### src/rtl/polyphase_interpolator_tdm.sv
// Runtime-rate polyphase interpolator built around one time-multiplexed MAC.
// Each input sample (and each tail-flush zero) yields rate_q outputs; every
// output is one SUB_LENGTH-tap dot product of the delay line with one phase
// of the prototype filter.
//
// state | meaning
// IDLE  | waiting for an input sample, data_in_tready=1
// MAC   | SUB_LENGTH product cycles plus pipeline drain into acc
// OUT   | result presented on data_out_*, held until handshake
// FLUSH | shift a zero into the delay line to push out the filter tail
module polyphase_interpolator_tdm #(
  parameter int NUMBER_TAPS       = 32,
  parameter int MAX_RATE          = 8,
  parameter int DATA_IN_WIDTH     = 16,
  parameter int DATA_OUT_WIDTH    = 16,
  parameter int COEFFICIENT_WIDTH = 16,
  parameter int OUTPUT_SHIFT      = 15
) (
  input  logic                                  aclk,
  input  logic                                  aresetn,
  input  logic [$clog2(MAX_RATE):0]             rate,
  input  logic [DATA_IN_WIDTH-1:0]              data_in_tdata,
  input  logic                                  data_in_tvalid,
  input  logic                                  data_in_tlast,
  output logic                                  data_in_tready,
  output logic [DATA_OUT_WIDTH-1:0]             data_out_tdata,
  output logic                                  data_out_tvalid,
  output logic                                  data_out_tlast,
  input  logic                                  data_out_tready,
  input  logic                                  coeffs_wren,
  input  logic [$clog2(NUMBER_TAPS)-1:0]        coeffs_addr,
  input  logic [COEFFICIENT_WIDTH-1:0]          coeffs_wdata,
  output logic                                  busy
);

  localparam int SUB_LENGTH = NUMBER_TAPS / MAX_RATE;
  localparam int ACC_W      = DATA_IN_WIDTH + COEFFICIENT_WIDTH + $clog2(NUMBER_TAPS);
  localparam int PROD_W     = DATA_IN_WIDTH + COEFFICIENT_WIDTH;
  localparam int ADDR_W     = $clog2(NUMBER_TAPS);
  localparam int PH_W       = $clog2(MAX_RATE);
  localparam int RATE_W     = PH_W + 1;
  localparam int CNT_W      = $clog2(SUB_LENGTH + 2);
  localparam int TAP_W      = (SUB_LENGTH > 1) ? $clog2(SUB_LENGTH) : 1;

  localparam logic signed [ACC_W-1:0] RND     = ACC_W'(1) <<< (OUTPUT_SHIFT - 1);
  localparam logic signed [ACC_W-1:0] OUT_MAX = {{(ACC_W-DATA_OUT_WIDTH+1){1'b0}}, {(DATA_OUT_WIDTH-1){1'b1}}};
  localparam logic signed [ACC_W-1:0] OUT_MIN = {{(ACC_W-DATA_OUT_WIDTH+1){1'b1}}, {(DATA_OUT_WIDTH-1){1'b0}}};

  typedef enum logic [1:0] {S_IDLE, S_MAC, S_OUT, S_FLUSH} state_t;

  state_t                              state_q, state_d;
  logic signed [DATA_IN_WIDTH-1:0]     x_q [SUB_LENGTH];
  logic signed [DATA_IN_WIDTH-1:0]     x_d [SUB_LENGTH];
  logic signed [COEFFICIENT_WIDTH-1:0] coef_q [NUMBER_TAPS];
  logic signed [COEFFICIENT_WIDTH-1:0] coef_d [NUMBER_TAPS];
  logic signed [ACC_W-1:0]             acc_q, acc_d;
  logic signed [PROD_W-1:0]            prod_q, prod_d;
  logic                                prod_v_q, prod_v_d;
  logic [CNT_W-1:0]                    cnt_q, cnt_d;
  logic [PH_W-1:0]                     phase_q, phase_d;
  logic [RATE_W-1:0]                   rate_q, rate_d;
  logic                                first_q, first_d;
  logic                                last_q, last_d;
  logic [CNT_W-1:0]                    flush_left_q, flush_left_d;

  logic [TAP_W-1:0]        tap_idx;
  logic [ADDR_W-1:0]       coef_addr;
  logic                    last_phase;
  logic [RATE_W-1:0]       rate_clamped;
  logic signed [ACC_W-1:0] rounded, shifted;
  logic [DATA_OUT_WIDTH-1:0] sat_out;

  // Coefficient store: write port only, deliberately untouched by reset.
  always_comb begin
    coef_d = coef_q;
    if (coeffs_wren) coef_d[coeffs_addr] = coeffs_wdata;
  end

  // Coefficient store register (no reset).
  always_ff @(posedge aclk) begin
    coef_q <= coef_d;
  end

  // Tap/phase address decode, rate clamping and phase-end detect.
  always_comb begin
    tap_idx   = cnt_q[TAP_W-1:0];
    coef_addr = ADDR_W'(int'(cnt_q) * MAX_RATE + int'(phase_q));
    last_phase = (RATE_W'(phase_q) == (rate_q - RATE_W'(1)));
    if (rate == '0)                         rate_clamped = RATE_W'(1);
    else if (rate > RATE_W'(MAX_RATE))      rate_clamped = RATE_W'(MAX_RATE);
    else                                    rate_clamped = rate;
  end

  // Next-state and datapath update.
  always_comb begin
    state_d      = state_q;
    x_d          = x_q;
    acc_d        = acc_q;
    prod_d       = prod_q;
    prod_v_d     = 1'b0;
    cnt_d        = cnt_q;
    phase_d      = phase_q;
    rate_d       = rate_q;
    first_d      = first_q;
    last_d       = last_q;
    flush_left_d = flush_left_q;
    case (state_q)
      S_IDLE: begin
        if (data_in_tvalid) begin
          x_d[0] = data_in_tdata;
          for (int k = 1; k < SUB_LENGTH; k++) x_d[k] = x_q[k-1];
          phase_d = '0;
          cnt_d   = '0;
          acc_d   = '0;
          state_d = S_MAC;
          if (first_q) begin
            rate_d  = rate_clamped;
            first_d = 1'b0;
          end
          if (data_in_tlast) begin
            last_d       = 1'b1;
            flush_left_d = CNT_W'(SUB_LENGTH - 1);
          end
        end
      end
      S_MAC: begin
        // One registered product stage: acc trails the product by a cycle,
        // so the count runs two past the last tap before the result is final.
        if (prod_v_q) acc_d = acc_q + ACC_W'(prod_q);
        if (cnt_q < CNT_W'(SUB_LENGTH)) begin
          prod_d   = x_q[tap_idx] * coef_q[coef_addr];
          prod_v_d = 1'b1;
        end
        if (cnt_q == CNT_W'(SUB_LENGTH + 1)) state_d = S_OUT;
        else                                 cnt_d   = cnt_q + CNT_W'(1);
      end
      S_OUT: begin
        if (data_out_tready) begin
          if (!last_phase) begin
            phase_d = phase_q + PH_W'(1);
            cnt_d   = '0;
            acc_d   = '0;
            state_d = S_MAC;
          end else if (last_q && (flush_left_q != '0)) begin
            flush_left_d = flush_left_q - CNT_W'(1);
            state_d      = S_FLUSH;
          end else begin
            state_d = S_IDLE;
            if (last_q) begin
              for (int k = 0; k < SUB_LENGTH; k++) x_d[k] = '0;
              last_d  = 1'b0;
              first_d = 1'b1;
            end
          end
        end
      end
      S_FLUSH: begin
        x_d[0] = '0;
        for (int k = 1; k < SUB_LENGTH; k++) x_d[k] = x_q[k-1];
        phase_d = '0;
        cnt_d   = '0;
        acc_d   = '0;
        state_d = S_MAC;
      end
      default: state_d = S_IDLE;
    endcase
  end

  // Control and datapath registers.
  always_ff @(posedge aclk or negedge aresetn) begin
    if (!aresetn) begin
      state_q      <= S_IDLE;
      for (int k = 0; k < SUB_LENGTH; k++) x_q[k] <= '0;
      acc_q        <= '0;
      prod_q       <= '0;
      prod_v_q     <= 1'b0;
      cnt_q        <= '0;
      phase_q      <= '0;
      rate_q       <= RATE_W'(1);
      first_q      <= 1'b1;
      last_q       <= 1'b0;
      flush_left_q <= '0;
    end else begin
      state_q      <= state_d;
      x_q          <= x_d;
      acc_q        <= acc_d;
      prod_q       <= prod_d;
      prod_v_q     <= prod_v_d;
      cnt_q        <= cnt_d;
      phase_q      <= phase_d;
      rate_q       <= rate_d;
      first_q      <= first_d;
      last_q       <= last_d;
      flush_left_q <= flush_left_d;
    end
  end

  // Round half-up, arithmetic shift, saturate to the output width.
  always_comb begin
    rounded = acc_q + RND;
    shifted = rounded >>> OUTPUT_SHIFT;
    if (shifted > OUT_MAX)      sat_out = OUT_MAX[DATA_OUT_WIDTH-1:0];
    else if (shifted < OUT_MIN) sat_out = OUT_MIN[DATA_OUT_WIDTH-1:0];
    else                        sat_out = shifted[DATA_OUT_WIDTH-1:0];
  end

  assign data_in_tready  = (state_q == S_IDLE);
  assign data_out_tvalid = (state_q == S_OUT);
  assign data_out_tdata  = sat_out;
  assign data_out_tlast  = (state_q == S_OUT) && last_q && (flush_left_q == '0) && last_phase;
  assign busy            = (state_q != S_IDLE);

endmodule

### config.mk
export PLATFORM = sky130hd
export DESIGN_NAME = polyphase_interpolator_tdm
export DESIGN_NICKNAME = d
export VERILOG_FILES = /design/src/rtl/polyphase_interpolator_tdm.sv
export SDC_FILE = /design/constraint.sdc
export NUM_CORES = 2
export LEC_CHECK = 0
export CAP_MARGIN = 20
export CORE_MARGIN = 8
export CORE_UTILIZATION = 40
export CTS_BUF_LIST = sky130_fd_sc_hd__clkbuf_8
export CTS_CLUSTER_DIAMETER = 50
export DETAILED_ROUTE_END_ITERATION = 12
export SETUP_SLACK_MARGIN = 0.05
export SYNTH_ARGS = -nofsm -noshare
export SYNTH_HDL_FRONTEND = slang
export SYNTH_SLANG_ARGS = --single-unit
### constraint.sdc
create_clock -name aclk -period 22.4 [get_ports aclk]
set_input_delay 2.24 -clock aclk [delete_from_list [all_inputs] [get_ports aclk]]
set_output_delay 2.24 -clock aclk [all_outputs]
set_load 0.03 [all_outputs]
==> metrics.cfg <==
[sta]
finalCritPeriodShare_pct = 42.8
setup_tns_ns = 0
finalHoldViolations = 0
max_freq_ghz = 0.104
period_needed_ns = 9.60
relSlewSlack_pct = 24.3
fin_skew_ns = 0.0543
worst_slew_pin_slew_ns = 1.13
final-setup-viol-count = 0
rsz0062_at_grt = no
maxSlewViolCount = 0

[worst_setup_path]
required_ns = 23.02
cp_max_fo = 99
crit_type = register to register
cp-end-kind = register
r2r_cells = 26
crit_arrival_ns = 10.21
worst_setup_path_start_kind = register
r2r_slack_ns = 12.80

[detailed_routing]
wl_per_cell_um = 20.4
via_count = 23100
ant_nets = 0
drcViolationCount = 0
via_per_inst = 5.22
drtIter0Drc = 1616
routed_wl_um = 90200
drt_pass1_iterations = 5

[logic_synthesis]
netlist_area_um2 = 38400
syn_avg_cell_area_um2 = 13.1
seq_area_frac_synth_pct = 49.9
synth_seq_cells = 663
syn_inst = 2935
synth_area_leaders = edfxtp_1 40%, fa_1 14%, dfrtp_1 9.7%
ys.flop_type = edfxtp_1
synth_enable_flop_cells = 512
ys_warn_count = 0
async_reset_ff_share_pct = 22.8
synth.distinct_cells = 76
yosysTopAreaCell = edfxtp_1
syn_nets = 3374
yosys.area.top_type_share_pct = 40.0

[floorplan]
die_h_um = 326
fp.coreArea_um2 = 95000
initial_core_util_pct = 40.4
dieArea_um2 = 106000
rows = 113
die_w_um = 326
ios = 67

[job]
max_cap_viol_count = 0

[clocking]
cts-buffers-inserted = 110
clock_sinks = 663
cts_setup_buffers = 0
h-tree-depth = 3
cts-resized-gates = 0
cts_buffer_depth = 3
hold_buffers = 0
tritoncts = yes
cts-root-buf = clkbuf_8
clock_latency_ns = 0.79
path_clk_slew_ns = 0.06

[global_route]
grt_pass1_vias = 24100
grt.total_usage_pct = 16.9
grt_pass1_wl_um = 142000
grt_overflow = 0
grt_max_degree = 132
antenna_found_initial = 2

[outcome]
status = finished clean

[place]
place.gp.congestion = 0.867
numPortBuffers = 66
dp_hpwl_um = 59200

[final_layout]
fin_util_pct = 45.3
layout.nets = 3505
syn_to_final_growth_pct = 12.1
drive_gt1_share_pct = 14.7

[min_path]
hp-class = register to register
min_delay_path_depth = 2

## per-layer routing
| layer | track usage, % | vias to the layer above | wire (um) |
|---|---|---|---|
| met3 | 2.77 | 170 | 4640 |
| met5 | 0 | - | 0 |
| met4 | 5.45 | 0 | 2840 |
| li1 | - | 10500 | - |
| met1 | 23.3 | 11800 | 40000 |
| met2 | 27.4 | 619 | 42700 |
## sequential cells by signal, summed over array words and instances, names as in the netlist
signal / count
first_q: 1
coef_q: 512
prod_q: 32
phase_q: 3
flush_left_q: 3
state_q: 2
acc_q: 37
prod_v_q: 1
rate_q: 4
last_q: 1
x_q: 64
cnt_q: 3
## through the flow
stage / cell area (um2) / hold slack [ns] / instances / setup slack [ns]
finish: 43000 / 0.465 / 4422 / 12.80
global route: 43000 / 0.490 / 4422 / 12.23
CTS: 42800 / 0.468 / 4405 / 12.72
detailed placement: 40700 / 0.455 / 4209 / 12.78
global placement: 40700 / 0.444 / 4208 / 12.84
floorplan: 38400 / 0.434 / 2935 / 14.45
## area by class of cell
cell class,count,area [um2]
antenna,7,17.5
clock buffer,114,1570
clock inverter,82,504
fill,8599,52000
inverter,353,1330
multi-input combinational,1803,17500
sequential,663,19200
tap,1265,1580
timing repair buffer,135,1360
## cell usage after synthesis (9+ instances only)
cell type,instances
and3_1,9
nor3_1,17
nand2_1,356
nand4_1,11
nor2b_1,14
xor2_1,37
o31ai_1,20
buf_4,12
mux2i_1,17
dfrtp_1,149
nand3_1,96
o21a_1,24
nand2b_1,42
xnor2_1,44
buf_1,19
clkbuf_1,59
and2_1,9
o21ai_1,12
a211oi_1,15
ha_1,129
o21bai_1,14
mux4_2,163
o21ai_0,95
nor2_1,191
fa_1,263
buf_2,25
edfxtp_1,512
inv_1,352
a21oi_1,83
a21o_1,31
mux2_2,15
## logic make-up (layout without fill, tap and decap cells)
| group | Yosys count | in the layout | share of synthesized area (%) |
|---|---|---|---|
| adders and majority gates | 392 | 392 | 17.9 |
| AOI/OAI and AO/OA | 341 | 341 | 5.63 |
| other | 0 | 7 | 0 |
| buffers and inverters | 469 | 684 | 4.80 |
| and+or+nand+nor | 784 | 784 | 8.99 |
| xor gates and xnor gates | 81 | 81 | 1.85 |
| muxes | 205 | 205 | 10.9 |
| DFF | 663 | 663 | 49.9 |
## placed cells by master (no fill, tap or decap), types with 34 or more instances in the layout
cell | Yosys | layout
clkdlybuf4s50_1 | 0 | 65
o21ai_0 | 95 | 94
inv_1 | 352 | 399
xor2_1 | 37 | 37
dfrtp_1 | 149 | 144
xnor2_1 | 44 | 44
nand2_1 | 356 | 356
nor2_1 | 191 | 159
edfxtp_1 | 512 | 512
ha_1 | 129 | 129
nand3_1 | 96 | 95
nor2_2 | 2 | 34
mux4_2 | 163 | 163
buf_4 | 12 | 57
a21oi_1 | 83 | 83
fa_1 | 263 | 263
nand2b_1 | 42 | 40
clkbuf_8 | 0 | 114
## worst max-delay path: stages (launching register included)
cell      delay (ns)
dfrtp_4         0.87
buf_12          0.54
mux4_2          0.60
mux4_2          0.56
mux2i_4         0.56
nor2_1          0.15
fa_1            0.58
inv_1           0.06
fa_1            0.50
fa_1            0.51
inv_1           0.05
fa_1            0.48
fa_1            0.55
inv_1           0.05
fa_1            0.52
inv_1           0.04
ha_1            0.35
and3_1          0.18
a21o_1          0.18
a211oi_2        0.28
nand3_2         0.14
a221oi_4        0.37
o21bai_2        0.10
o21ba_2         0.22
o41ai_1         0.34
mux2i_1         0.24
nand2_1         0.06
## worst paths after layout
kind	to	from
max in group asynchronous	phase_q[1]	aresetn
max	prod_q[24]	phase_q[0]
min in group asynchronous	state_q[0]	aresetn
max reg2reg	prod_q[24]	phase_q[0]
min	x_q[7]	x_q[7]
min reg2reg	x_q[7]	x_q[7]
Power is not shown: default switching activity piles up to over one toggle a cycle in this logic, so the estimate is an artifact.
